**src/rtl/ram_fifo_ctrl_if.sv**
```systemverilog
// Push/pop handshake, status flags and RAM-port bundle for ram_fifo_ctrl.
// slave = the controller; master = user logic plus the attached synchronous RAM.
interface ram_fifo_ctrl_if #(
  parameter int width = 8,
  parameter int depth = 16
);
  localparam int AW = $clog2(depth);
  localparam int CW = $clog2(depth) + 1;

  logic             pushEn;
  logic [width-1:0] pushData;
  logic             popEn;
  logic [width-1:0] popData;
  logic             popValid;
  logic             full;
  logic             empty;
  logic [CW-1:0]    count;
  logic             overflow;
  logic             underflow;
  logic             almostFull;
  logic             almostEmpty;

  logic             ramWrEn;
  logic [width-1:0] ramWrData;
  logic [AW-1:0]    ramWrAdress;
  logic             ramRdEn;
  logic [AW-1:0]    ramRdAdress;
  logic [width-1:0] ramRdData;

  modport slave (
    input  pushEn, pushData, popEn, ramRdData,
    output popData, popValid, full, empty, count, overflow, underflow,
           almostFull, almostEmpty,
           ramWrEn, ramWrData, ramWrAdress, ramRdEn, ramRdAdress
  );

  modport master (
    output pushEn, pushData, popEn, ramRdData,
    input  popData, popValid, full, empty, count, overflow, underflow,
           almostFull, almostEmpty,
           ramWrEn, ramWrData, ramWrAdress, ramRdEn, ramRdAdress
  );
endinterface

```
**src/rtl/ram_fifo_ctrl.sv**
```systemverilog
// FIFO controller over an external synchronous RAM; RAM_FIFO_ALMOST_EN enables almostFull/almostEmpty.
// Pop data is valid one cycle after an accepted pop; requests against full/empty are dropped and flagged.
module ram_fifo_ctrl #(
  parameter int width    = 8,
  parameter int depth    = 16,
  parameter int AF_LEVEL = depth - 2,
  parameter int AE_LEVEL = 2
) (
  input  logic           clk,
  input  logic           rst_n,
  ram_fifo_ctrl_if.slave fifo
);
  localparam int AW = $clog2(depth);
  localparam int CW = $clog2(depth) + 1;
  localparam logic [AW-1:0] LAST_ADDR = AW'(depth - 1);
  localparam logic [CW-1:0] FULL_CNT  = CW'(depth);

  logic [AW-1:0] wr_ptr;
  logic [AW-1:0] rd_ptr;
  logic [CW-1:0] count;
  logic          pop_valid;
  logic          overflow;
  logic          underflow;
  logic          full;
  logic          empty;
  logic          push_ok;
  logic          pop_ok;

  // Flags come only from the registered count, so they never depend on this cycle's requests.
  assign full  = (count == FULL_CNT);
  assign empty = (count == '0);

  // Qualifying with rst_n keeps the RAM strobes low while reset is held.
  assign push_ok = rst_n && fifo.pushEn && !full;
  assign pop_ok  = rst_n && fifo.popEn  && !empty;

  always_ff @(posedge clk or negedge rst_n) begin
    if (!rst_n) begin
      wr_ptr    <= '0;
      rd_ptr    <= '0;
      count     <= '0;
      pop_valid <= 1'b0;
      overflow  <= 1'b0;
      underflow <= 1'b0;
    end else begin
      if (push_ok) begin
        wr_ptr <= (wr_ptr == LAST_ADDR) ? '0 : wr_ptr + 1'b1;
      end
      if (pop_ok) begin
        rd_ptr <= (rd_ptr == LAST_ADDR) ? '0 : rd_ptr + 1'b1;
      end
      case ({push_ok, pop_ok})
        2'b10:   count <= count + 1'b1;
        2'b01:   count <= count - 1'b1;
        default: count <= count;
      endcase
      pop_valid <= pop_ok;
      overflow  <= fifo.pushEn && full;
      underflow <= fifo.popEn && empty;
    end
  end

  assign fifo.ramWrEn     = push_ok;
  assign fifo.ramWrData   = fifo.pushData;
  assign fifo.ramWrAdress = wr_ptr;
  assign fifo.ramRdEn     = pop_ok;
  assign fifo.ramRdAdress = rd_ptr;

  assign fifo.popData   = fifo.ramRdData;
  assign fifo.popValid  = pop_valid;
  assign fifo.full      = full;
  assign fifo.empty     = empty;
  assign fifo.count     = count;
  assign fifo.overflow  = overflow;
  assign fifo.underflow = underflow;

`ifdef RAM_FIFO_ALMOST_EN
  localparam logic [CW-1:0] AF_CNT = CW'(AF_LEVEL);
  localparam logic [CW-1:0] AE_CNT = CW'(AE_LEVEL);
  assign fifo.almostFull  = (count >= AF_CNT);
  assign fifo.almostEmpty = (count <= AE_CNT);
`else
  assign fifo.almostFull  = 1'b0;
  assign fifo.almostEmpty = 1'b0;
`endif

endmodule

```
**src/flat_wrapper.sv**
```systemverilog
// flat-port wrapper written by rule: the top's interface ports become plain ports
module ram_fifo_ctrl_flat 
#(
  parameter int width    = 8,
  parameter int depth    = 16,
  parameter int AF_LEVEL = depth - 2,
  parameter int AE_LEVEL = 2
)
  (clk, rst_n, fifo_pushEn, fifo_pushData, fifo_popEn, fifo_ramRdData, fifo_popData, fifo_popValid, fifo_full, fifo_empty, fifo_count, fifo_overflow, fifo_underflow, fifo_almostFull, fifo_almostEmpty, fifo_ramWrEn, fifo_ramWrData, fifo_ramWrAdress, fifo_ramRdEn, fifo_ramRdAdress);
  ram_fifo_ctrl_if #(.width(width), .depth(depth)) fifo_i ();
  input  logic clk;
  input  logic rst_n;
  input wire logic [$bits(fifo_i.pushEn)-1:0] fifo_pushEn;
  input wire logic [$bits(fifo_i.pushData)-1:0] fifo_pushData;
  input wire logic [$bits(fifo_i.popEn)-1:0] fifo_popEn;
  input wire logic [$bits(fifo_i.ramRdData)-1:0] fifo_ramRdData;
  output wire logic [$bits(fifo_i.popData)-1:0] fifo_popData;
  output wire logic [$bits(fifo_i.popValid)-1:0] fifo_popValid;
  output wire logic [$bits(fifo_i.full)-1:0] fifo_full;
  output wire logic [$bits(fifo_i.empty)-1:0] fifo_empty;
  output wire logic [$bits(fifo_i.count)-1:0] fifo_count;
  output wire logic [$bits(fifo_i.overflow)-1:0] fifo_overflow;
  output wire logic [$bits(fifo_i.underflow)-1:0] fifo_underflow;
  output wire logic [$bits(fifo_i.almostFull)-1:0] fifo_almostFull;
  output wire logic [$bits(fifo_i.almostEmpty)-1:0] fifo_almostEmpty;
  output wire logic [$bits(fifo_i.ramWrEn)-1:0] fifo_ramWrEn;
  output wire logic [$bits(fifo_i.ramWrData)-1:0] fifo_ramWrData;
  output wire logic [$bits(fifo_i.ramWrAdress)-1:0] fifo_ramWrAdress;
  output wire logic [$bits(fifo_i.ramRdEn)-1:0] fifo_ramRdEn;
  output wire logic [$bits(fifo_i.ramRdAdress)-1:0] fifo_ramRdAdress;
  assign fifo_i.pushEn = fifo_pushEn;
  assign fifo_i.pushData = fifo_pushData;
  assign fifo_i.popEn = fifo_popEn;
  assign fifo_i.ramRdData = fifo_ramRdData;
  assign fifo_popData = fifo_i.popData;
  assign fifo_popValid = fifo_i.popValid;
  assign fifo_full = fifo_i.full;
  assign fifo_empty = fifo_i.empty;
  assign fifo_count = fifo_i.count;
  assign fifo_overflow = fifo_i.overflow;
  assign fifo_underflow = fifo_i.underflow;
  assign fifo_almostFull = fifo_i.almostFull;
  assign fifo_almostEmpty = fifo_i.almostEmpty;
  assign fifo_ramWrEn = fifo_i.ramWrEn;
  assign fifo_ramWrData = fifo_i.ramWrData;
  assign fifo_ramWrAdress = fifo_i.ramWrAdress;
  assign fifo_ramRdEn = fifo_i.ramRdEn;
  assign fifo_ramRdAdress = fifo_i.ramRdAdress;
  ram_fifo_ctrl #(.width(width), .depth(depth), .AF_LEVEL(AF_LEVEL), .AE_LEVEL(AE_LEVEL)) u_core (.clk(clk), .rst_n(rst_n), .fifo(fifo_i));
endmodule
```
**config.mk**
```make
export PLATFORM = sky130hd
export DESIGN_NAME = ram_fifo_ctrl_flat
export DESIGN_NICKNAME = d
export VERILOG_FILES = /design/src/rtl/ram_fifo_ctrl_if.sv /design/src/rtl/ram_fifo_ctrl.sv /design/src/flat_wrapper.sv
export SDC_FILE = /design/constraint.sdc
export NUM_CORES = 1
export LEC_CHECK = 0
export CAP_MARGIN = 40
export CORE_MARGIN = 2
export CORE_UTILIZATION = 25
export CTS_CLUSTER_SIZE = 24
export DETAILED_ROUTE_END_ITERATION = 7
export GPL_TIMING_DRIVEN = 0
export SYNTH_ARGS = -nofsm -noshare
export SYNTH_HDL_FRONTEND = slang
export SYNTH_SLANG_ARGS = --single-unit
```
**constraint.sdc**
```tcl
create_clock -name clk -period 3.6 [get_ports clk]
set_input_delay 0.54 -clock clk [delete_from_list [all_inputs] [get_ports clk]]
set_output_delay 0.54 -clock clk [all_outputs]
set_load 0.005 [all_outputs]
```
Word-level counts from Yosys, hierarchy flattened
Index checks and enable logic that the tools add are counted.

word-level totals
  bits in registers = 16
  bits of input ports = 20
  output and inout bits = 38
  logic and storage cells = 28

operators by class
  add/subtract/negate cells = 4
  equality and inequality tests = 5
  mux-type cells = 3
  reductions and logical operators = 10

operators by type and width
  cell                                                                   count
  5-bit one-hot mux with 2 select lines                                  1
  4-bit by 1-bit adder with 4-bit output, second input constant          2
  4-bit equality test, second input constant                             2
  4-bit 2-to-1 mux                                                       2
  1-bit logical AND                                                      6
  5-bit by 1-bit adder with 5-bit output, second input constant          1
  5-bit equality test, second input constant                             1
  5-bit logical NOT                                                      1
  5-bit by 1-bit subtractor with 5-bit output, second input constant     1
  2-bit by 1-bit equality test with 1-bit output, second input constant  1
  2-bit equality test, second input constant                             1
  1-bit logical NOT                                                      2
  2-bit nonzero test                                                     1

Depth between registers and ports, before layout
Gate-level depths: netlist of run 1.

  depth after elaboration = 5
  gate-level depth with buffers = 11
  gate-level depth less buffers = 9

Worst setup path before layout of run 1
Ideal clock, no wire load.

  path kind = register to register
  start = register u_core.count[1] (netlist: u_core.fifo.count[1])
  end = register u_core.count[4] (netlist: u_core.fifo.count[4])
  setup time = 0.080 ns
  arrival time = 2.524 ns
  data required time = 3.520 ns
  path slack = 0.996 ns
  cell stages (with the launch flop) = 12
  buffers on the path = 2
  period minus slack after synthesis = 2.604 ns
  cell sequence = dfrtp_1 -> buf_6 -> nor4_4 -> a21oi_1 -> ha_1 -> buf_2 -> xor2_1 -> ha_1 -> nor2b_1 -> o31a_1 -> o2bb2ai_1 -> xnor2_1

between the ends
  cells in the longest elaborated chain, start to end = 5
  elaborated cells on any way between the ends = 12
  those cells by class = add/sub: 2; eq/ne: 3; mux: 1; reduce/logical: 6

RTL lines
  element                                                                                       RTL line             text
  from (decl)                                                                                   ram_fifo_ctrl.sv:20  logic [CW-1:0] count;
  from (signal assigned)                                                                        ram_fifo_ctrl.sv:53  2'b10: count <= count + 1'b1;
  from (signal assigned)                                                                        ram_fifo_ctrl.sv:54  2'b01: count <= count - 1'b1;
  from (signal assigned)                                                                        ram_fifo_ctrl.sv:55  default: count <= count;
  5-bit logical NOT (*)                                                                         ram_fifo_ctrl.sv:31  assign empty = (count == '0);
  1-bit logical NOT (*)                                                                         ram_fifo_ctrl.sv:35  assign pop_ok = rst_n && fifo.popEn && !empty;
  1-bit logical AND (*)                                                                         ram_fifo_ctrl.sv:35
  named net fifo_ramRdEn                                                                        flat_wrapper.sv:29   output wire logic [$bits(fifo_i.ramRdEn)-1:0] fifo_ramRdEn;
  2-bit by 1-bit equality test with 1-bit output / 2-bit equality test (equally long branches)  ram_fifo_ctrl.sv:52  case ({push_ok, pop_ok})
  5-bit one-hot mux with 2 select lines / 2-bit nonzero test (equally long branches)            --

The timed path passes the listed nets; every way through them passes the cells marked *.
A chain may end at the register's enable or synchronous reset.

Final worst setup path of run 1
  start = input port rst_n
  end = register u_core.count[4] (netlist: u_core.fifo.count[4])

between the ends
  cells in the longest elaborated chain, start to end = 4
  elaborated cells on any way between the ends = 8
  those cells by class = eq/ne: 2; mux: 1; reduce/logical: 5

RTL lines
  element                                                                                       RTL line                                  text
  from (decl)                                                                                   flat_wrapper.sv:12                        input logic rst_n;
  1-bit logical AND (on tied branches) (2 in series)                                            ram_fifo_ctrl.sv:35, ram_fifo_ctrl.sv:34
  2-bit by 1-bit equality test with 1-bit output / 2-bit equality test (equally long branches)  ram_fifo_ctrl.sv:52
  5-bit one-hot mux with 2 select lines / 2-bit nonzero test (equally long branches)            --

Several ways; a longest one is shown, not always the timed one.

==> results of run 1 <==
==> synth_stat cells, types with 2 or more instances <==
cell,number
sky130_fd_sc_hd__nor2_1,3
sky130_fd_sc_hd__nor2b_1,2
sky130_fd_sc_hd__a21oi_1,3
sky130_fd_sc_hd__ha_1,6
sky130_fd_sc_hd__o21ai_0,4
sky130_fd_sc_hd__a41oi_1,2
sky130_fd_sc_hd__mux2_2,3
sky130_fd_sc_hd__a311oi_1,2
sky130_fd_sc_hd__and2_1,3
sky130_fd_sc_hd__buf_2,2
sky130_fd_sc_hd__dfrtp_1,16
sky130_fd_sc_hd__nand2b_1,3
sky130_fd_sc_hd__and3_1,2
sky130_fd_sc_hd__o211ai_1,2
sky130_fd_sc_hd__a21o_1,3
sky130_fd_sc_hd__buf_4,18
sky130_fd_sc_hd__nand2_1,6
sky130_fd_sc_hd__xor2_1,3
sky130_fd_sc_hd__xnor2_1,4
==> worst max-delay path by stage <==
stage                                           startpoint                          endpoint  slack [ns]
after global routing                                 rst_n  u_core.fifo.count[4]$_DFFE_PN0P_      0.0003
after global placement                               rst_n  u_core.fifo.count[4]$_DFFE_PN0P_       -0.20
after floorplan           u_core.fifo.count[1]$_DFFE_PN0P_  u_core.fifo.count[4]$_DFFE_PN0P_         1.0
final                                                rst_n  u_core.fifo.count[4]$_DFFE_PN0P_        0.34
after detailed placement                             rst_n  u_core.fifo.count[4]$_DFFE_PN0P_       -0.27
after CTS                                            rst_n  u_core.fifo.count[4]$_DFFE_PN0P_        0.27
==> critical path: stages <==
cell                            delay, ns
sky130_fd_sc_hd__dlygate4sd2_1       0.71
sky130_fd_sc_hd__nand2_1             0.10
sky130_fd_sc_hd__a21oi_1             0.57
sky130_fd_sc_hd__ha_1                0.28
sky130_fd_sc_hd__buf_2               0.21
sky130_fd_sc_hd__xor2_1              0.09
sky130_fd_sc_hd__ha_1                0.23
sky130_fd_sc_hd__nor2b_1             0.15
sky130_fd_sc_hd__o31a_1              0.23
sky130_fd_sc_hd__o2bb2ai_1           0.18
sky130_fd_sc_hd__xnor2_1             0.13
==> per-layer routing <==
| layer | part of all wire, % | vias up | wire length [um] |
|---|---|---|---|
| li1 | - | 428 | - |
| met1 | 41 | 421 | 940 |
| met2 | 50 | 41 | 1140 |
| met3 | 8.6 | 2 | 197 |
| met4 | 0.70 | 0 | 16 |
| met5 | 0 | - | 0 |
==> kinds of logic (layout without fill, tap and decap cells) <==
family / after synthesis / in the layout / share of synthesized area, %
AOI/OAI and AO/OA: 22 / 22 / 14.8
muxes: 4 / 4 / 4.61
and+or+nand+nor: 24 / 24 / 13.7
DFF: 16 / 16 / 37.8
xor gates and xnor gates: 7 / 7 / 5.79
adders and majority gates: 6 / 6 / 7.09
buffers and inverters: 24 / 67 / 15.8
other: 1 / 2 / 0.354
==> sequential cells by signal (all words and copies together), names as in the netlist <==
signal / flops
u_core.fifo.count: 5
u_core.fifo.overflow: 1
u_core.fifo.popValid: 1
u_core.fifo.ramRdAdress: 4
u_core.fifo.ramWrAdress: 4
u_core.fifo.underflow: 1
==> repair_timing <==
| action | CTS | global route |
|---|---|---|
| setup endpoints to repair | 1 | 0 |
| resized for setup | 1 | 0 |
| buffers inserted | 0 | 0 |
| hold endpoints to repair | 0 | 0 |
| hold buffers | 0 | 0 |
==> through the flow <==
step	hold WS, ns	setup WS [ns]
detailed placement	0.509	-0.266
global placement	0.508	-0.197
floorplan	0.244	0.996
CTS	0.498	0.268
finish	0.481	0.338
global route	0.543	0.000272
==> final cells by class <==
cell class	count	area (um2)
Buffer	22	160
Clock buffer	4	55.1
Fill cell	422	2460
Inverter	2	7.51
Multi-Input combinational cell	65	494
Sequential cell	16	400
Tap cell	50	62.6
Timing Repair Buffer	39	389
==> power by group through the flow <==
stage / logic (mW) / clock network, mW / registers (mW)
detailed placement: 0.532 / 0 / 0.356
CTS: 0.533 / 0.165 / 0.352
global placement: 0.516 / 0 / 0.345
global route: 0.585 / 0.171 / 0.367
floorplan: 0.294 / 0 / 0.342
finish: 0.527 / 0.159 / 0.351
==> reports/metrics.json, run 1 <==
{
  "die_area": {"value": 0.00477, "unit": "mm2"},
  "synth.avg_cell_area": {"value": 10.2, "unit": "um2"},
  "synth_area_leaders": {"value": "sky130_fd_sc_hd__dfrtp_1, sky130_fd_sc_hd__buf_4, sky130_fd_sc_hd__ha_1, sky130_fd_sc_hd__xnor2_1, sky130_fd_sc_hd__mux2_2"},
  "h-tree-depth": {"value": 1},
  "cts.root.buffer_cell": {"value": "sky130_fd_sc_hd__clkbuf_8"},
  "number_of_antenna_violations_at_the_first_check_in_global_routing": {"value": 0},
  "cts_inserted_buffers": {"value": 3},
  "internal-power": {"value": 0.678, "unit": "mW"},
  "grt_max_degree": {"value": 19},
  "syn2layout_area_growth": {"value": 48.2, "unit": "%"},
  "std_cell_rows": {"value": 23},
  "dieWidth": {"value": 69.1, "unit": "um"},
  "floorplan.io_pins": {"value": 58},
  "timing_worst_slew_pin_value": {"value": 0.782, "unit": "ns"},
  "grt.busiest_layer": {"value": "met2"},
  "run_status": {"value": "finished, final reports clean"},
  "gr-usage-met1": {"value": 11.4, "unit": "%"},
  "report.final.setup_viol": {"value": 0},
  "min_period": {"value": 3.26, "unit": "ns"},
  "power_frac_seq": {"value": 33.8, "unit": "%"},
  "skew": {"value": 0.000689, "unit": "ns"},
  "cts_tree": {"value": "done"},
  "async_flop_share": {"value": 100, "unit": "%"},
  "depth_of_the_most_critical_reg_to_reg_path": {"value": 11},
  "cell_taking_the_most_area_after_synthesis": {"value": "sky130_fd_sc_hd__dfrtp_1"},
  "cp.arrival": {"value": 3.44, "unit": "ns"},
  "clk_pin_slew": {"value": 0.06, "unit": "ns"},
  "max-clock-path-buffers": {"value": 2},
  "antenna_cells_inserted": {"value": 0},
  "synth-edff-count": {"value": 0},
  "track_usage": {"value": 9.70, "unit": "%"},
  "synthFlopType": {"value": "sky130_fd_sc_hd__dfrtp_1"},
  "part_of_the_total_power_dissipated_in_the_clock_network": {"value": 15.3, "unit": "%"},
  "design.final.nets": {"value": 175},
  "unrepaired_setup_endpoints_after_global_routing": {"value": "no"},
  "endpoint_kind": {"value": "register"},
  "tns": {"value": 0, "unit": "ns"},
  "worst_ir_drop_on_vdd": {"value": 0.000188, "unit": "V"},
  "period_share": {"value": 90.6, "unit": "%"},
  "netlist.area_leader.share": {"value": 37.8, "unit": "%"},
  "leading_cell_types_in_the_layout_fill_and_taps_excluded": {"value": "sky130_fd_sc_hd__clkdlybuf4s50_1, sky130_fd_sc_hd__buf_4, sky130_fd_sc_hd__dfrtp_1"},
  "ys_seq_area_share": {"value": 37.8, "unit": "%"},
  "postLayoutCellArea": {"value": 0.00157, "unit": "mm2"},
  "dp_area": {"value": 0.00152, "unit": "mm2"},
  "max_clock_freq": {"value": 0.307, "unit": "GHz"},
  "critical_path_peak_fanout": {"value": 18},
  "dp_hpwl": {"value": 1840, "unit": "um"},
  "clock_latency_of_the_later_clocked_register_in_the_worst_skew_pair": {"value": 0.25, "unit": "ns"},
  "start_util": {"value": 26.3, "unit": "%"},
  "maxSlewViolCount": {"value": 0},
  "drive_gt1_share": {"value": 22.3, "unit": "%"},
  "timing.rr.start": {"value": "u_core.fifo.count[1]$_DFFE_PN0P_"},
  "drtIter0Drc": {"value": 18},
  "place.detailed.instances": {"value": 194},
  "grt_first_pass_wirelength": {"value": 3800, "unit": "um"},
  "grt-ovfl-total": {"value": 0},
  "fp.dieH": {"value": 69.1, "unit": "um"},
  "via_per_inst": {"value": 4.51},
  "netlist_area": {"value": 0.00106, "unit": "mm2"},
  "yosysUniqueCellTypes": {"value": 36},
  "power_density": {"value": 661, "unit": "mW/mm2"},
  "grt_pass1_vias": {"value": 800},
  "dr.pass1.iters": {"value": 3},
  "synthesis_stage_register_bit_count": {"value": 16},
  "synthCells": {"value": 104},
  "design.core.area": {"value": 0.00403, "unit": "mm2"},
  "maxCapViolCount": {"value": 0},
  "slew_headroom": {"value": 47.8, "unit": "%"},
  "most_common_cell_after_layout_fill_and_taps_aside": {"value": "sky130_fd_sc_hd__clkdlybuf4s50_1"},
  "drt_wl_total": {"value": 2300, "unit": "um"},
  "wire_per_inst": {"value": 11.6, "unit": "um"},
  "grt_util_met2": {"value": 16.6, "unit": "%"},
  "ff2ff_setup_slack": {"value": 0.76, "unit": "ns"},
  "final-hold-violation-count": {"value": 0},
  "yosysWarnings": {"value": 0},
  "netSwitchingFraction": {"value": 34.6, "unit": "%"},
  "pwr-share-comb": {"value": 50.9, "unit": "%"},
  "portBuffers": {"value": 39},
  "totalPowerFinal": {"value": 1.04, "unit": "mW"},
  "critPathKind": {"value": "input pin to register"},
  "final_instance_count_without_filler_cells": {"value": 198},
  "route.vias.total": {"value": 892},
  "gp_routability_congestion": {"value": 0.716},
  "met3_usage": {"value": 3.22, "unit": "%"},
  "antenna_violating_nets_post_route": {"value": 0},
  "clock-sinks": {"value": 16},
  "drc": {"value": 0},
  "r2r-end": {"value": "u_core.fifo.count[4]$_DFFE_PN0P_"},
  "timing.hold.worst.class": {"value": "input pin to async pin"},
  "cp-start-kind": {"value": "input pin"},
  "worstPathRequired": {"value": 3.78, "unit": "ns"},
  "leakage_power": {"value": 0.694, "unit": "nW"},
  "switching_pwr": {"value": 0.359, "unit": "mW"},
  "final_util": {"value": 38.9, "unit": "%"}
}
Power figures use the tool's default switching activity.
==> run 2, diff against run 1 <==
--- a/config.mk
+++ b/config.mk
@@ -5,12 +5,14 @@
 export SDC_FILE = /design/constraint.sdc
 export NUM_CORES = 1
 export LEC_CHECK = 0
+export ABC_AREA = 1
 export CAP_MARGIN = 40
 export CORE_MARGIN = 2
 export CORE_UTILIZATION = 25
 export CTS_CLUSTER_SIZE = 24
 export DETAILED_ROUTE_END_ITERATION = 7
 export GPL_TIMING_DRIVEN = 0
+export SLEW_MARGIN = 40
 export SYNTH_ARGS = -nofsm -noshare
 export SYNTH_HDL_FRONTEND = slang
 export SYNTH_SLANG_ARGS = --single-unit
==> constraint.sdc (replaced) <==
create_clock -name clk -period 3.5 [get_ports clk]
set_input_delay 0.525 -clock clk [delete_from_list [all_inputs] [get_ports clk]]
set_output_delay 0.525 -clock clk [all_outputs]
set_load 0.005 [all_outputs]
==> run 2 against run 1 <==
  * Synthesized cell count up 26%
  * Via count fell by 0.45%
  * Clock power is 14% lower
  * First-iteration DRC count increased by 44%
  * Sequential cell count unchanged
  * Combinational power decreased by 4.6%
  * Final cell count is 13% higher
  * Routed wire length shrank 7.8%
  * Critical endpoint is now fifo_ramRdEn
==> reports/metrics.json, run 2 <==
{
  "slowest_delay": {"value": 0.53, "unit": "ns", "change": "-0.18 ns"},
  "start_util": {"value": 26.4, "unit": "%", "change": "+0.15 points"},
  "cts_tree": {"value": "done"},
  "critical_path_peak_fanout": {"value": 8, "change": "-10"},
  "route.vias.total": {"value": 888, "change": "-0.45%"},
  "die_area": {"value": 0.00483, "unit": "mm2", "change": "+1.2%"},
  "synthFlopType": {"value": "sky130_fd_sc_hd__dfrtp_1"},
  "clock-sinks": {"value": 16, "change": "unchanged"},
  "skew": {"value": 0.000930, "unit": "ns", "change": "+0.000241 ns"},
  "biggest_register": {"value": "u_core.fifo.count"},
  "largest_register_ffs": {"value": 5, "change": "unchanged"},
  "final-hold-violation-count": {"value": 0, "change": "unchanged"},
  "most_common_cell_after_layout_fill_and_taps_aside": {"value": "sky130_fd_sc_hd__clkdlybuf4s50_1"},
  "std_cell_rows": {"value": 23, "change": "unchanged"},
  "yosysUniqueCellTypes": {"value": 22, "change": "-39%"},
  "worst_ir_drop_on_vdd": {"value": 0.000203, "unit": "V", "change": "+7.9%"},
  "track_usage": {"value": 9.64, "unit": "%", "change": "-0.063 points"},
  "critPathKind": {"value": "input pin to primary output"},
  "cp.arrival": {"value": 1.83, "unit": "ns", "change": "-1.61 ns"},
  "antenna_violating_nets_post_route": {"value": 0, "change": "unchanged"},
  "synthMostInstantiatedCell": {"value": "sky130_fd_sc_hd__nand2_1"},
  "via_per_inst": {"value": 3.96, "change": "-12%"},
  "number_of_antenna_violations_at_the_first_check_in_global_routing": {"value": 0, "change": "unchanged"},
  "worstPathRequired": {"value": 2.97, "unit": "ns", "change": "-0.81 ns"},
  "cts_hold_buf": {"value": 0, "change": "unchanged"},
  "wire_per_inst": {"value": 9.45, "unit": "um", "change": "-18%"},
  "grt-ovfl-total": {"value": 0, "change": "unchanged"},
  "netlist_area": {"value": 0.00107, "unit": "mm2", "change": "+1.3%"},
  "leading_cell_types_in_the_layout_fill_and_taps_excluded": {"value": "sky130_fd_sc_hd__clkdlybuf4s50_1, sky130_fd_sc_hd__nand2_1, sky130_fd_sc_hd__buf_4"},
  "postCtsSetupBuffers": {"value": 0, "change": "unchanged"},
  "h-tree-depth": {"value": 1, "change": "unchanged"},
  "dieWidth": {"value": 69.5, "unit": "um", "change": "+0.61%"},
  "ys_seq_area_share": {"value": 37.3, "unit": "%", "change": "-0.49 points"},
  "drive_gt1_share": {"value": 18.4, "unit": "%", "change": "-3.9 points"},
  "async_flop_share": {"value": 100, "unit": "%", "change": "unchanged"},
  "synthCells": {"value": 131, "change": "+26%"},
  "unrepaired_setup_endpoints_after_global_routing": {"value": "no"},
  "clock_latency_of_the_later_clocked_register_in_the_worst_skew_pair": {"value": 0.25, "unit": "ns", "change": "about the same"},
  "grt_first_pass_wirelength": {"value": 3840, "unit": "um", "change": "+1.3%"},
  "synth-edff-count": {"value": 0, "change": "unchanged"},
  "final_util": {"value": 38.6, "unit": "%", "change": "-0.37 points"},
  "depth_of_the_most_critical_reg_to_reg_path": {"value": 16, "change": "+5"},
  "run_status": {"value": "finished, final reports clean"},
  "timing.hold.worst.class": {"value": "input pin to async pin"},
  "maxCapViolCount": {"value": 0, "change": "unchanged"},
  "max-clock-path-buffers": {"value": 2, "change": "unchanged"},
  "r2r-end": {"value": "u_core.fifo.count[4]$_DFFE_PN0P_"},
  "tns": {"value": 0, "unit": "ns", "change": "unchanged"},
  "maxSlewViolCount": {"value": 0, "change": "unchanged"},
  "synth_area_leaders": {"value": "sky130_fd_sc_hd__dfrtp_1, sky130_fd_sc_hd__buf_4, sky130_fd_sc_hd__nand2_1, sky130_fd_sc_hd__ha_1, sky130_fd_sc_hd__inv_1"},
  "synthesis_stage_register_bit_count": {"value": 16, "change": "unchanged"},
  "critPathMostFrequentCell": {"value": "sky130_fd_sc_hd__clkdlybuf4s50_1"},
  "cts_inserted_buffers": {"value": 3, "change": "unchanged"},
  "timing.rr.start": {"value": "u_core.fifo.count[1]$_DFFE_PN0P_"},
  "leakage_power": {"value": 0.784, "unit": "nW", "change": "+13%"},
  "dr.pass1.iters": {"value": 4, "change": "+1"},
  "clk_pin_slew": {"value": 0.06, "unit": "ns", "change": "about the same"},
  "report.final.setup_viol": {"value": 0, "change": "unchanged"},
  "n_fill_cell": {"value": 426, "change": "+0.95%"},
  "cp-start-kind": {"value": "input pin"},
  "cpMaxStageDelayCell": {"value": "sky130_fd_sc_hd__clkdlybuf4s50_1"},
  "grt_max_degree": {"value": 19, "change": "unchanged"},
  "fp.dieH": {"value": 69.5, "unit": "um", "change": "+0.61%"},
  "ff2ff_setup_slack": {"value": 1.22, "unit": "ns", "change": "+0.46 ns"},
  "dp_hpwl": {"value": 1710, "unit": "um", "change": "-7.2%"},
  "max_clock_freq": {"value": 0.425, "unit": "GHz"},
  "cell_taking_the_most_area_after_synthesis": {"value": "sky130_fd_sc_hd__dfrtp_1"},
  "grt_pass1_vias": {"value": 864, "change": "+8.0%"},
  "syn2layout_area_growth": {"value": 46.0, "unit": "%"},
  "endpoint_kind": {"value": "primary output"},
  "netlist.area_leader.share": {"value": 37.3, "unit": "%", "change": "-0.49 points"},
  "floorplan.io_pins": {"value": 58, "change": "unchanged"},
  "cts.root.buffer_cell": {"value": "sky130_fd_sc_hd__clkbuf_8"},
  "min_period": {"value": 2.35, "unit": "ns"},
  "design.final.nets": {"value": 202, "change": "+15%"},
  "cp_cell_sequence": {"value": "clkdlybuf4s50_1 -> nand3_4 -> inv_2 -> clkdlybuf4s50_1"},
  "synth_top_cells_by_count": {"value": "sky130_fd_sc_hd__nand2_1, sky130_fd_sc_hd__buf_4, sky130_fd_sc_hd__inv_1, sky130_fd_sc_hd__dfrtp_1, sky130_fd_sc_hd__nand3_1"},
  "drt_wl_total": {"value": 2120, "unit": "um", "change": "-7.8%"},
  "period_share": {"value": 67.3, "unit": "%"},
  "yosysWarnings": {"value": 0, "change": "unchanged"},
  "power_density": {"value": 636, "unit": "mW/mm2", "change": "-3.8%"},
  "antenna_cells_inserted": {"value": 0, "change": "unchanged"},
  "gp_routability_congestion": {"value": 0.797, "change": "+11%"},
  "drc": {"value": 0, "change": "unchanged"},
  "portBuffers": {"value": 39, "change": "unchanged"},
  "synth.avg_cell_area": {"value": 8.19, "unit": "um2", "change": "-20%"},
  "design.core.area": {"value": 0.00406, "unit": "mm2", "change": "+0.71%"},
  "drtIter0Drc": {"value": 26, "change": "+8"},
  "post_cts_resized": {"value": 0, "change": "-1"}
}
## run 2: how the worst max path moves through the flow
stage,from,end,slack [ns],cells after the start
floorplan,u_core.fifo.count[1]$_DFFE_PN0P_,u_core.fifo.count[4]$_DFFE_PN0P_,1.46,16
global placement,rst_n,u_core.fifo.count[4]$_DFFE_PN0P_,0.16,14
detailed placement,fifo_popEn,u_core.fifo.count[4]$_DFFE_PN0P_,0.89,14
CTS,fifo_popEn,fifo_ramRdEn,1.14,4
global route,u_core.fifo.count[1]$_DFFE_PN0P_,u_core.fifo.count[4]$_DFFE_PN0P_,0.92,16
finish,fifo_popEn,fifo_ramRdEn,1.15,4
## run 2: cells by family after synthesis
logic type,share of synthesized area (%)
simple gates,26.0
buf+inv,19.5
flops,37.3
compound gates,4.90
xor+xnor,4.90
fa+ha+maj,7.00
other cells,0.350
## run 2: area by class of cell
class | count | area (um2) | area share, %
Buffer | 18 | 135 | 8.63
Clock buffer | 3 | 41.3 | 2.64
Tap cell | 50 | 62.6 | 4.00
Multi-Input combinational cell | 79 | 467 | 29.8
Timing Repair Buffer | 39 | 385 | 24.6
Inverter | 19 | 73.8 | 4.72
Sequential cell | 16 | 400 | 25.6
## run 2: through the flow
step	worst slack, ns	total power, mW	instances	instance area (um2)	hold WS (ns)
6_report	1.15	0.995	224	1570	0.222
5_1_grt	0.924	1.10	224	1570	0.245
4_1_cts	1.14	1.02	224	1570	0.233
3_5_place_dp	0.886	0.871	221	1520	0.509
3_3_place_gp	0.158	0.866	221	1530	0.533
2_1_floorplan	1.46	0.624	132	1080	0.229
## run 2: worst max-delay path: cells and delay by family
family,cells,cell delay (ns)
buffers and inverters,3,1.18
and+or+nand+nor,1,0.13
## run 2: report_power, final
| part | leakage [nW] | switching [mW] | internal, mW | total, mW |
|---|---|---|---|---|
| Combinational | 0.559 | 0.213 | 0.290 | 0.503 |
| Sequential | 0.203 | 0.0968 | 0.259 | 0.355 |
| Clock | 0.0216 | 0.0605 | 0.0762 | 0.137 |
| Total | 0.784 | 0.370 | 0.625 | 0.995 |
## run 2: per-layer routing
layer	track usage, %	vias to the layer above	routed length, um
met4	2.61	0	5
met5	0	-	0
li1	-	472	-
met3	3.34	2	138
met1	12.9	381	981
met2	14.7	33	992
==> run 3, diff against run 2 <==
==> constraint.sdc (replaced) <==
create_clock -name clk -period 2.3 [get_ports clk]
set_input_delay 0.345 -clock clk [delete_from_list [all_inputs] [get_ports clk]]
set_output_delay 0.345 -clock clk [all_outputs]
set_load 0.005 [all_outputs]
==> run 3 against run 2 <==
  * Final cell count is 0.89% higher
  * Utilization is 1.1 points higher
  * Clock skew hardly changed
  * Sequential cell count stayed put
  * Register-to-register slack worse by 0.97 ns
  * Total power is 58% higher
  * Global-route usage stayed put
  * Sequential power is 54% higher
  * Setup slack worse by 0.90 ns
  * Critical endpoint is now u_core.fifo.count[4]$_DFFE_PN0P_
  * Largest power group unchanged
==> reports/metrics.json, run 3 (synthesis results as in run 2) <==
{
  "biggest_register": {"value": "u_core.fifo.count"},
  "syn2layout_area_growth": {"value": 50.2, "unit": "%"},
  "drc": {"value": 0, "change": "unchanged"},
  "max_clock_freq": {"value": 0.487, "unit": "GHz"},
  "clock-sinks": {"value": 16, "change": "unchanged"},
  "netSwitchingFraction": {"value": 37.6, "unit": "%", "change": "+0.37 points"},
  "cts_hold_buf": {"value": 0, "change": "unchanged"},
  "dp_area": {"value": 0.00152, "unit": "mm2", "change": "unchanged"},
  "final-hold-violation-count": {"value": 0, "change": "unchanged"},
  "drt_wl_total": {"value": 2160, "unit": "um", "change": "+2.2%"},
  "maxCapViolCount": {"value": 0, "change": "unchanged"},
  "pwr-share-comb": {"value": 52.0, "unit": "%", "change": "+1.5 points"},
  "leading_cell_types_in_the_layout_fill_and_taps_excluded": {"value": "sky130_fd_sc_hd__clkdlybuf4s50_1, sky130_fd_sc_hd__nand2_1, sky130_fd_sc_hd__buf_4"},
  "timing.hold.worst.class": {"value": "input pin to async pin"},
  "grt_pass1_vias": {"value": 864, "change": "unchanged"},
  "postLayoutCellArea": {"value": 0.00161, "unit": "mm2", "change": "+2.9%"},
  "skew": {"value": 0.000724, "unit": "ns", "change": "-0.000206 ns"},
  "portBuffers": {"value": 39, "change": "unchanged"},
  "wire_per_inst": {"value": 9.58, "unit": "um", "change": "+1.3%"},
  "period_share": {"value": 89.3, "unit": "%"},
  "part_of_the_total_power_dissipated_in_the_clock_network": {"value": 13.3, "unit": "%", "change": "-0.4 points"},
  "worst_ir_drop_on_vdd": {"value": 0.000311, "unit": "V", "change": "+53%"},
  "whs": {"value": 0.0429, "unit": "ns", "change": "-0.179 ns"},
  "via_per_inst": {"value": 3.92, "change": "-1.0%"},
  "critical_path_peak_fanout": {"value": 6, "change": "-2"},
  "cp.arrival": {"value": 2.20, "unit": "ns", "change": "+0.37 ns"},
  "switching_pwr": {"value": 0.591, "unit": "mW", "change": "+60%"},
  "power_frac_seq": {"value": 34.7, "unit": "%", "change": "-1.0 points"},
  "worstPathRequired": {"value": 2.44, "unit": "ns", "change": "-0.53 ns"},
  "report.final.setup_viol": {"value": 0, "change": "unchanged"},
  "critPathKind": {"value": "register to register"},
  "cp-start-kind": {"value": "register"},
  "grt_max_degree": {"value": 19, "change": "unchanged"},
  "most_common_cell_after_layout_fill_and_taps_aside": {"value": "sky130_fd_sc_hd__clkdlybuf4s50_1"},
  "depth_of_the_most_critical_reg_to_reg_path": {"value": 16, "change": "unchanged"},
  "dieWidth": {"value": 69.5, "unit": "um", "change": "unchanged"},
  "cts.root.buffer_cell": {"value": "sky130_fd_sc_hd__clkbuf_8"},
  "design.core.area": {"value": 0.00406, "unit": "mm2", "change": "unchanged"},
  "totalPowerFinal": {"value": 1.57, "unit": "mW", "change": "+58%"},
  "cts_inserted_buffers": {"value": 3, "change": "unchanged"},
  "final_util": {"value": 39.7, "unit": "%", "change": "+1.1 points"},
  "drtIter0Drc": {"value": 25, "change": "-3.8%"},
  "grt-ovfl-total": {"value": 0, "change": "unchanged"},
  "die_area": {"value": 0.00483, "unit": "mm2", "change": "unchanged"},
  "power_density": {"value": 976, "unit": "mW/mm2", "change": "+54%"},
  "dr.pass1.iters": {"value": 4, "change": "unchanged"},
  "final_instance_count_without_filler_cells": {"value": 226, "change": "+0.89%"},
  "fp.dieH": {"value": 69.5, "unit": "um", "change": "unchanged"},
  "timing.rr.start": {"value": "u_core.fifo.count[0]$_DFFE_PN0P_"},
  "clk_pin_slew": {"value": 0.06, "unit": "ns", "change": "about the same"},
  "leakage_power": {"value": 0.791, "unit": "nW", "change": "+0.99%"},
  "antenna_violating_nets_post_route": {"value": 0, "change": "unchanged"},
  "run_status": {"value": "finished, final reports clean"},
  "track_usage": {"value": 9.64, "unit": "%", "change": "unchanged"},
  "ff2ff_setup_slack": {"value": 0.25, "unit": "ns", "change": "-0.97 ns"},
  "internal-power": {"value": 0.981, "unit": "mW", "change": "+57%"},
  "endpoint_kind": {"value": "register"},
  "grt_first_pass_wirelength": {"value": 3840, "unit": "um", "change": "unchanged"},
  "number_of_antenna_violations_at_the_first_check_in_global_routing": {"value": 0, "change": "unchanged"},
  "clock_latency_of_the_later_clocked_register_in_the_worst_skew_pair": {"value": 0.25, "unit": "ns", "change": "about the same"},
  "largest_register_ffs": {"value": 5, "change": "unchanged"},
  "start_util": {"value": 26.4, "unit": "%", "change": "unchanged"},
  "route.vias.total": {"value": 887, "change": "-0.11%"},
  "drive_gt1_share": {"value": 21.6, "unit": "%", "change": "+3.2 points"},
  "antenna_cells_inserted": {"value": 0, "change": "unchanged"},
  "cts_tree": {"value": "done"},
  "dp_hpwl": {"value": 1710, "unit": "um", "change": "unchanged"},
  "gp_routability_congestion": {"value": 0.797, "change": "unchanged"},
  "std_cell_rows": {"value": 23, "change": "unchanged"},
  "design.final.nets": {"value": 204, "change": "+0.99%"},
  "unrepaired_setup_endpoints_after_global_routing": {"value": "no"},
  "min_period": {"value": 2.05, "unit": "ns"},
  "maxSlewViolCount": {"value": 0, "change": "unchanged"},
  "place.detailed.instances": {"value": 221, "change": "unchanged"},
  "floorplan.io_pins": {"value": 58, "change": "unchanged"},
  "max-clock-path-buffers": {"value": 2, "change": "unchanged"},
  "h-tree-depth": {"value": 1, "change": "unchanged"},
  "r2r-end": {"value": "u_core.fifo.count[4]$_DFFE_PN0P_"}
}
[run 3: how the worst max path moves through the flow]
stage                                startpoint                               end  cells after the start
3_5_place_dp                         fifo_popEn  u_core.fifo.count[4]$_DFFE_PN0P_                     14
6_report       u_core.fifo.count[0]$_DFFE_PN0P_  u_core.fifo.count[4]$_DFFE_PN0P_                     16
3_3_place_gp                              rst_n  u_core.fifo.count[4]$_DFFE_PN0P_                     14
4_1_cts        u_core.fifo.count[1]$_DFFE_PN0P_  u_core.fifo.count[4]$_DFFE_PN0P_                     16
5_1_grt        u_core.fifo.count[0]$_DFFE_PN0P_  u_core.fifo.count[4]$_DFFE_PN0P_                     16
2_1_floorplan  u_core.fifo.count[1]$_DFFE_PN0P_  u_core.fifo.count[4]$_DFFE_PN0P_                     16
[run 3: final cells by class]
| cell class | count | area (um2) |
|---|---|---|
| repair buffers | 41 | 400 |
| flip-flops and latches | 16 | 404 |
| well taps | 50 | 62.6 |
| fillers | 422 | 2450 |
| inverters | 19 | 73.8 |
| multi-input cells | 79 | 493 |
| plain buffers | 18 | 135 |
| clock buffers | 3 | 41.3 |
[run 3: repair_timing]
item,CTS,global route
setup endpoints to repair,1,2
buffers inserted,0,2
gates resized for setup,1,6
pin swaps,0,1
[run 3: routing by layer]
layer / track usage, % / up-vias / wire, um
li1: - / 474 / -
met1: 12.9 / 378 / 1030
met2: 14.7 / 33 / 990
met3: 3.34 / 2 / 141
met4: 2.61 / 0 / 6
met5: 0 / - / 0
[run 3: critical path, stage by stage, from the launching register on]
cell,delay (ns)
sky130_fd_sc_hd__dfrtp_2,0.45
sky130_fd_sc_hd__inv_1,0.13
sky130_fd_sc_hd__nand4_4,0.13
sky130_fd_sc_hd__nand3_4,0.12
sky130_fd_sc_hd__inv_2,0.08
sky130_fd_sc_hd__ha_4,0.19
sky130_fd_sc_hd__nand2_1,0.07
sky130_fd_sc_hd__inv_1,0.05
sky130_fd_sc_hd__nor2_2,0.11
sky130_fd_sc_hd__ha_1,0.16
sky130_fd_sc_hd__inv_1,0.04
sky130_fd_sc_hd__nand2_1,0.10
sky130_fd_sc_hd__nand3_1,0.11
sky130_fd_sc_hd__nand2_1,0.07
sky130_fd_sc_hd__nand2_1,0.04
sky130_fd_sc_hd__nand3_1,0.06
sky130_fd_sc_hd__nand2_1,0.05
[run 3: power groups by stage]
stage	registers [mW]	clock network [mW]	logic (mW)
after floorplan	0.531	0	0.419
after global placement	0.547	0	0.770
after CTS	0.545	0.222	0.781
after global routing	0.571	0.235	0.929
final	0.545	0.210	0.817
after detailed placement	0.549	0	0.777
[run 3: metrics by stage]
step	setup TNS [ns]	setup WS, ns
final	0	0.246
after global routing	0	0.00224
after CTS	0	0.0722
after detailed placement	-0.201	-0.134
after global placement	-3.92	-0.862
after floorplan	0	0.258
